## src/rtl/load_sequencer.sv

```systemverilog
// Round-robin load sequencer: grants one requester, latches its word and frames a
// permit pulse with setup/hold margins. Optional readback check: LOAD_SEQUENCER_READBACK_EN.
module load_sequencer #(
  parameter int NREQ         = 2,
  parameter int WIDTH        = 16,
  parameter int SETUP_CYCLES = 1,
  parameter int PULSE_CYCLES = 2,
  parameter int HOLD_CYCLES  = 1,
  localparam int IDW = (NREQ > 1) ? $clog2(NREQ) : 1
) (
  input  logic                  clk,
  input  logic                  rst_n,
  input  logic [NREQ-1:0]       req_i,
  input  logic [NREQ*WIDTH-1:0] data_i,
`ifdef LOAD_SEQUENCER_READBACK_EN
  input  logic [WIDTH-1:0]      rdback_i,
  output logic                  rb_err_o,
`endif
  output logic [NREQ-1:0]       ack_o,
  output logic                  permit_o,
  output logic [WIDTH-1:0]      values_o,
  output logic                  busy_o,
  output logic [IDW-1:0]        grant_id_o
);

  localparam int MAXSP = (SETUP_CYCLES > PULSE_CYCLES) ? SETUP_CYCLES : PULSE_CYCLES;
  localparam int MAXC  = (MAXSP > HOLD_CYCLES) ? MAXSP : HOLD_CYCLES;
  localparam int CW    = (MAXC > 1) ? $clog2(MAXC) : 1;

  typedef enum logic [2:0] {IDLE, SETUP, PULSE, HOLD, ACK} state_e;

  state_e            state_q, state_d;
  logic [CW-1:0]     cnt_q, cnt_d;
  logic [IDW-1:0]    rr_q, rr_d;
  logic [IDW-1:0]    grant_q, grant_d;
  logic [WIDTH-1:0]  values_q, values_d;
  logic [NREQ-1:0]   ack_q, ack_d;
  logic              permit_q, permit_d;
  logic              busy_q, busy_d;
  logic              win_found_s;
  logic [IDW-1:0]    win_idx_s;
`ifdef LOAD_SEQUENCER_READBACK_EN
  logic              rb_err_q, rb_err_d;
`endif

  function automatic logic [IDW-1:0] wrap_idx(input logic [IDW-1:0] base, input int off);
    int sum;
    sum = (int'(base) + off) % NREQ;
    return IDW'(sum);
  endfunction

  // Scan downward so the candidate closest to the rr pointer is the last one written.
  always_comb begin
    win_found_s = 1'b0;
    win_idx_s   = '0;
    for (int k = NREQ - 1; k >= 0; k--) begin
      if (req_i[wrap_idx(rr_q, k)]) begin
        win_found_s = 1'b1;
        win_idx_s   = wrap_idx(rr_q, k);
      end else begin
        win_found_s = win_found_s;
      end
    end
  end

  always_comb begin
    state_d  = state_q;
    cnt_d    = cnt_q;
    rr_d     = rr_q;
    grant_d  = grant_q;
    values_d = values_q;
    case (state_q)
      IDLE: begin
        if (win_found_s) begin
          values_d = data_i[win_idx_s*WIDTH +: WIDTH];
          grant_d  = win_idx_s;
          cnt_d    = CW'(SETUP_CYCLES - 1);
          state_d  = SETUP;
        end else begin
          state_d  = IDLE;
        end
      end
      SETUP: begin
        if (cnt_q == '0) begin
          cnt_d   = CW'(PULSE_CYCLES - 1);
          state_d = PULSE;
        end else begin
          cnt_d   = cnt_q - CW'(1);
        end
      end
      PULSE: begin
        if (cnt_q == '0) begin
          cnt_d   = CW'(HOLD_CYCLES - 1);
          state_d = HOLD;
        end else begin
          cnt_d   = cnt_q - CW'(1);
        end
      end
      HOLD: begin
        if (cnt_q == '0) begin
          state_d = ACK;
        end else begin
          cnt_d   = cnt_q - CW'(1);
        end
      end
      ACK: begin
        rr_d    = wrap_idx(grant_q, 1);
        state_d = IDLE;
      end
      default: begin
        state_d = IDLE;
      end
    endcase

    // Outputs decode the next state so they are registered yet aligned with it.
    permit_d = (state_d == PULSE);
    busy_d   = (state_d != IDLE);
    ack_d    = (state_d == ACK) ? (NREQ'(1) << grant_d) : '0;
`ifdef LOAD_SEQUENCER_READBACK_EN
    rb_err_d = rb_err_q | ((state_q == ACK) && (rdback_i != values_q));
`endif
  end

  // State and output registers; reset aborts any transaction without an ack.
  always_ff @(posedge clk or negedge rst_n) begin
    if (!rst_n) begin
      state_q  <= IDLE;
      cnt_q    <= '0;
      rr_q     <= '0;
      grant_q  <= '0;
      values_q <= '0;
      ack_q    <= '0;
      permit_q <= 1'b0;
      busy_q   <= 1'b0;
`ifdef LOAD_SEQUENCER_READBACK_EN
      rb_err_q <= 1'b0;
`endif
    end else begin
      state_q  <= state_d;
      cnt_q    <= cnt_d;
      rr_q     <= rr_d;
      grant_q  <= grant_d;
      values_q <= values_d;
      ack_q    <= ack_d;
      permit_q <= permit_d;
      busy_q   <= busy_d;
`ifdef LOAD_SEQUENCER_READBACK_EN
      rb_err_q <= rb_err_d;
`endif
    end
  end

  assign ack_o      = ack_q;
  assign permit_o   = permit_q;
  assign values_o   = values_q;
  assign busy_o     = busy_q;
  assign grant_id_o = grant_q;
`ifdef LOAD_SEQUENCER_READBACK_EN
  assign rb_err_o   = rb_err_q;
`endif

endmodule

```

## config.mk

```make
export PLATFORM = sky130hd
export DESIGN_NAME = load_sequencer
export DESIGN_NICKNAME = d
export VERILOG_FILES = /design/src/rtl/load_sequencer.sv
export SDC_FILE = /design/constraint.sdc
export NUM_CORES = 1
export LEC_CHECK = 0
export BUFFER_PORTS_ARGS = -buffer_cell sky130_fd_sc_hd__buf_2
export CAP_MARGIN = 25
export CORE_MARGIN = 2
export CORE_UTILIZATION = 50
export DETAILED_ROUTE_END_ITERATION = 10
export GPL_TIMING_DRIVEN = 0
export PLACE_DENSITY = 0.85
export SETUP_SLACK_MARGIN = 0.3
export SYNTH_ARGS = -nofsm -noshare
export SYNTH_HDL_FRONTEND = slang
export SYNTH_SLANG_ARGS = --single-unit
```

## constraint.sdc

```tcl
create_clock -name clk -period 3 [get_ports clk]
set_input_delay 0.6 -clock clk [delete_from_list [all_inputs] [get_ports clk]]
set_output_delay 0.6 -clock clk [all_outputs]
set_load 0.01 [all_outputs]
```

==> impl_metrics.yaml <==
clocking:
  htree_num_levels: 1
  hold_buffers: 0
  clk_path_buf_depth: 2
  clk_latency_ns: 0.33
  cts_buffers: 3
  cts.sinks: 26
  post_cts_buffers: 0
  cts.clk_slew.worst_paths_ns: 0.15
  cts_tree: "yes"
  cts.repair.resized: 0
  clockRootBuffer: "clkbuf_4"
global_routing:
  antenna_found_initial: 0
  grt_pass1_vias: 1107
  grt_pass1_wl_microns: 4933
  gr-total-overflow: 0
  grt_max_degree: 27
  grtUsageTotal: 0.2329
sta:
  hold_violations: 0
  clock_skew_ns: 0.009597
  period_minus_slack_ns: 1.527
  drv_slew: 0
  rsz0062_at_grt: "false"
  setup_tns_ns: 0
  whs_ns: 0.2423
  max_freq_mhz: 655.0
  setup_viol: 0
  period_share: 0.5089
  fin_ws_ns: 1.473
  relSlewSlack: 0.6148
  worst_slew_pin_slew_ns: 0.5779
drt:
  finalWirelength_microns: 3143
  drc_errors: 0
  postRouteAntennaNets: 0
  drt_pass1_iterations: 4
  wl_per_cell_microns: 14.22
  vias: 1245
  avgViaCountPerCell: 5.633
  drtIter0Drc: 22
outcome:
  status: "finished, final reports clean"
finish:
  final_cell_area_sq_um: 1634
  fill_cells: 202
  n_antenna_cell: 0
  nets: 228
  multi_input_area_sq_um: 546.8
  syn_to_final_growth_pct: 27.66
  ff_latch_area_sq_um: 650.6
  layout-drive-gt1-share: 0.3508
die:
  fp.dieW_microns: 54.60
  fp.dieH_microns: 54.60
  ioPinCount: 57
  core_sq_um: 2455
  die-area_sq_um: 2981
  start_util: 0.5214
  rows: 18
worst_setup_path:
  cp_common_cell: "buf_6"
  cpLargestDelayFamily: "simple AND/OR/NAND/NOR gates"
  start_kind: "register"
  slowest_stage: "dfrtp_1"
  slowest_delay_ns: 0.40
  worstSetupEndpointType: "register"
  cp_max_fo: 10
  path_cells: "buf_6 > nor3_4 > and2_1 > buf_4 > buf_6 > a31oi_1"
  crit_type: "register to register"
  arrival_ns: 1.74
  required_ns: 3.22
  cp_num_buf_inv: 3
power_and_ir_drop:
  p_total_mw: 1.540
  leakage_nw: 0.7332
  irDropWorstVdd_v: 0.0006031
  p_per_area_nw_per_um2: 942.3
placed_design:
  gp_congestion: 0.7712
  dp_slack_ns: 1.209
  dp_hpwl_microns: 2332
  placed_area_sq_um: 1598
  io_buffers: 56
run:
  drv_cap: 0
yosys:
  syn_avg_cell_area_sq_um: 9.771
  ys_ff_latch: 26
  yosysSeqAreaShare: 0.5083
  syn_area_sq_um: 1280
  synth_fp_nets: 167
  synth_cell_types: 25
  synthCells: 131
  yosysWarnings: 0
hold_path:
  worstHoldPathType: "input pin to async pin"
metrics by stage:
step,std cells,util
floorplan,131,-
global placement,217,0.6509
detailed placement,217,0.6509
CTS,221,0.6656
global route,221,0.6656
finish,221,0.6656
synthesized netlist by cell type:
cell type / count / area share
a21boi_1: 1 / 0.0059
a21oi_1: 19 / 0.074
a31oi_1: 17 / 0.083
and2_1: 1 / 0.0049
buf_2: 3 / 0.012
buf_4: 1 / 0.0059
buf_6: 2 / 0.018
clkbuf_1: 7 / 0.021
dfrtp_1: 26 / 0.51
inv_1: 3 / 0.0088
nand2_1: 2 / 0.0059
nand2b_1: 2 / 0.0098
nand3b_1: 17 / 0.10
nor2_1: 4 / 0.012
nor2b_1: 1 / 0.0049
nor3_4: 1 / 0.013
nor3b_1: 1 / 0.0059
nor4b_1: 1 / 0.0068
nor4bb_1: 1 / 0.0078
o211ai_1: 1 / 0.0059
o21ai_0: 16 / 0.063
o22a_1: 1 / 0.0068
o32ai_1: 1 / 0.0068
or2_0: 1 / 0.0049
xor2_1: 1 / 0.0068
cell type report:
| cell class | instances | area share |
|---|---|---|
| sequential | 26 | 0.3982 |
| multi-input combinational | 89 | 0.3346 |
| timing repair buffer | 56 | 0.1715 |
| buffer | 13 | 0.04364 |
| tap | 30 | 0.02297 |
| clock buffer | 4 | 0.02221 |
| inverter | 3 | 0.006891 |
power by group:
part	leakage [nW]	switching [mW]	total (mW)	internal, mW
sequential	0.302	0.0962	0.612	0.515
clock	0.0210	0.107	0.181	0.0743
combinational	0.411	0.413	0.747	0.334
routing by layer:
metal  track usage  wire [microns]
met1        0.3016            1323
met2        0.3889            1596
met3       0.03552             180
met4       0.08750              42
met5             0               0
layout by cell type, fill, tap and decap left out, types with 3 or more instances in the layout:
cell type	instances
a21oi_1	19
clkbuf_1	7
a31oi_1	17
dfrtp_1	26
o21ai_0	16
nand3b_1	17
inv_1	3
clkbuf_4	3
nor2_1	4
buf_2	59
state kept, by name (all words and copies together) (netlist names):
name	flops
busy_o	1
rr_q	1
state_q	3
grant_id_o	1
ack_o	2
cnt_q	1
permit_o	1
values_o	16
path summary, 6_finish.rpt:
kind                                 start           end  slack [ns]  cells after the start
worst min-delay path                 rst_n    grant_id_o        0.24                      1
worst max register to register  state_q[1]  values_o[11]        1.47                      6
worst min register to register  grant_id_o          rr_q        0.51                      1
max in group asynchronous            rst_n    state_q[0]        2.36                      1
worst max-delay path            state_q[1]  values_o[11]        1.47                      6
min in group clk                grant_id_o          rr_q        0.51                      1
cells by family after synthesis:
family / count (synthesis) / synth area share
xor gates and xnor gates: 1 / 0.006844
DFF: 26 / 0.5083
AOI/OAI and AO/OA: 56 / 0.2454
buffers and inverters: 16 / 0.06452
and+or+nand+nor: 32 / 0.1750
Note: power is estimated with default switching activity, not from simulation.
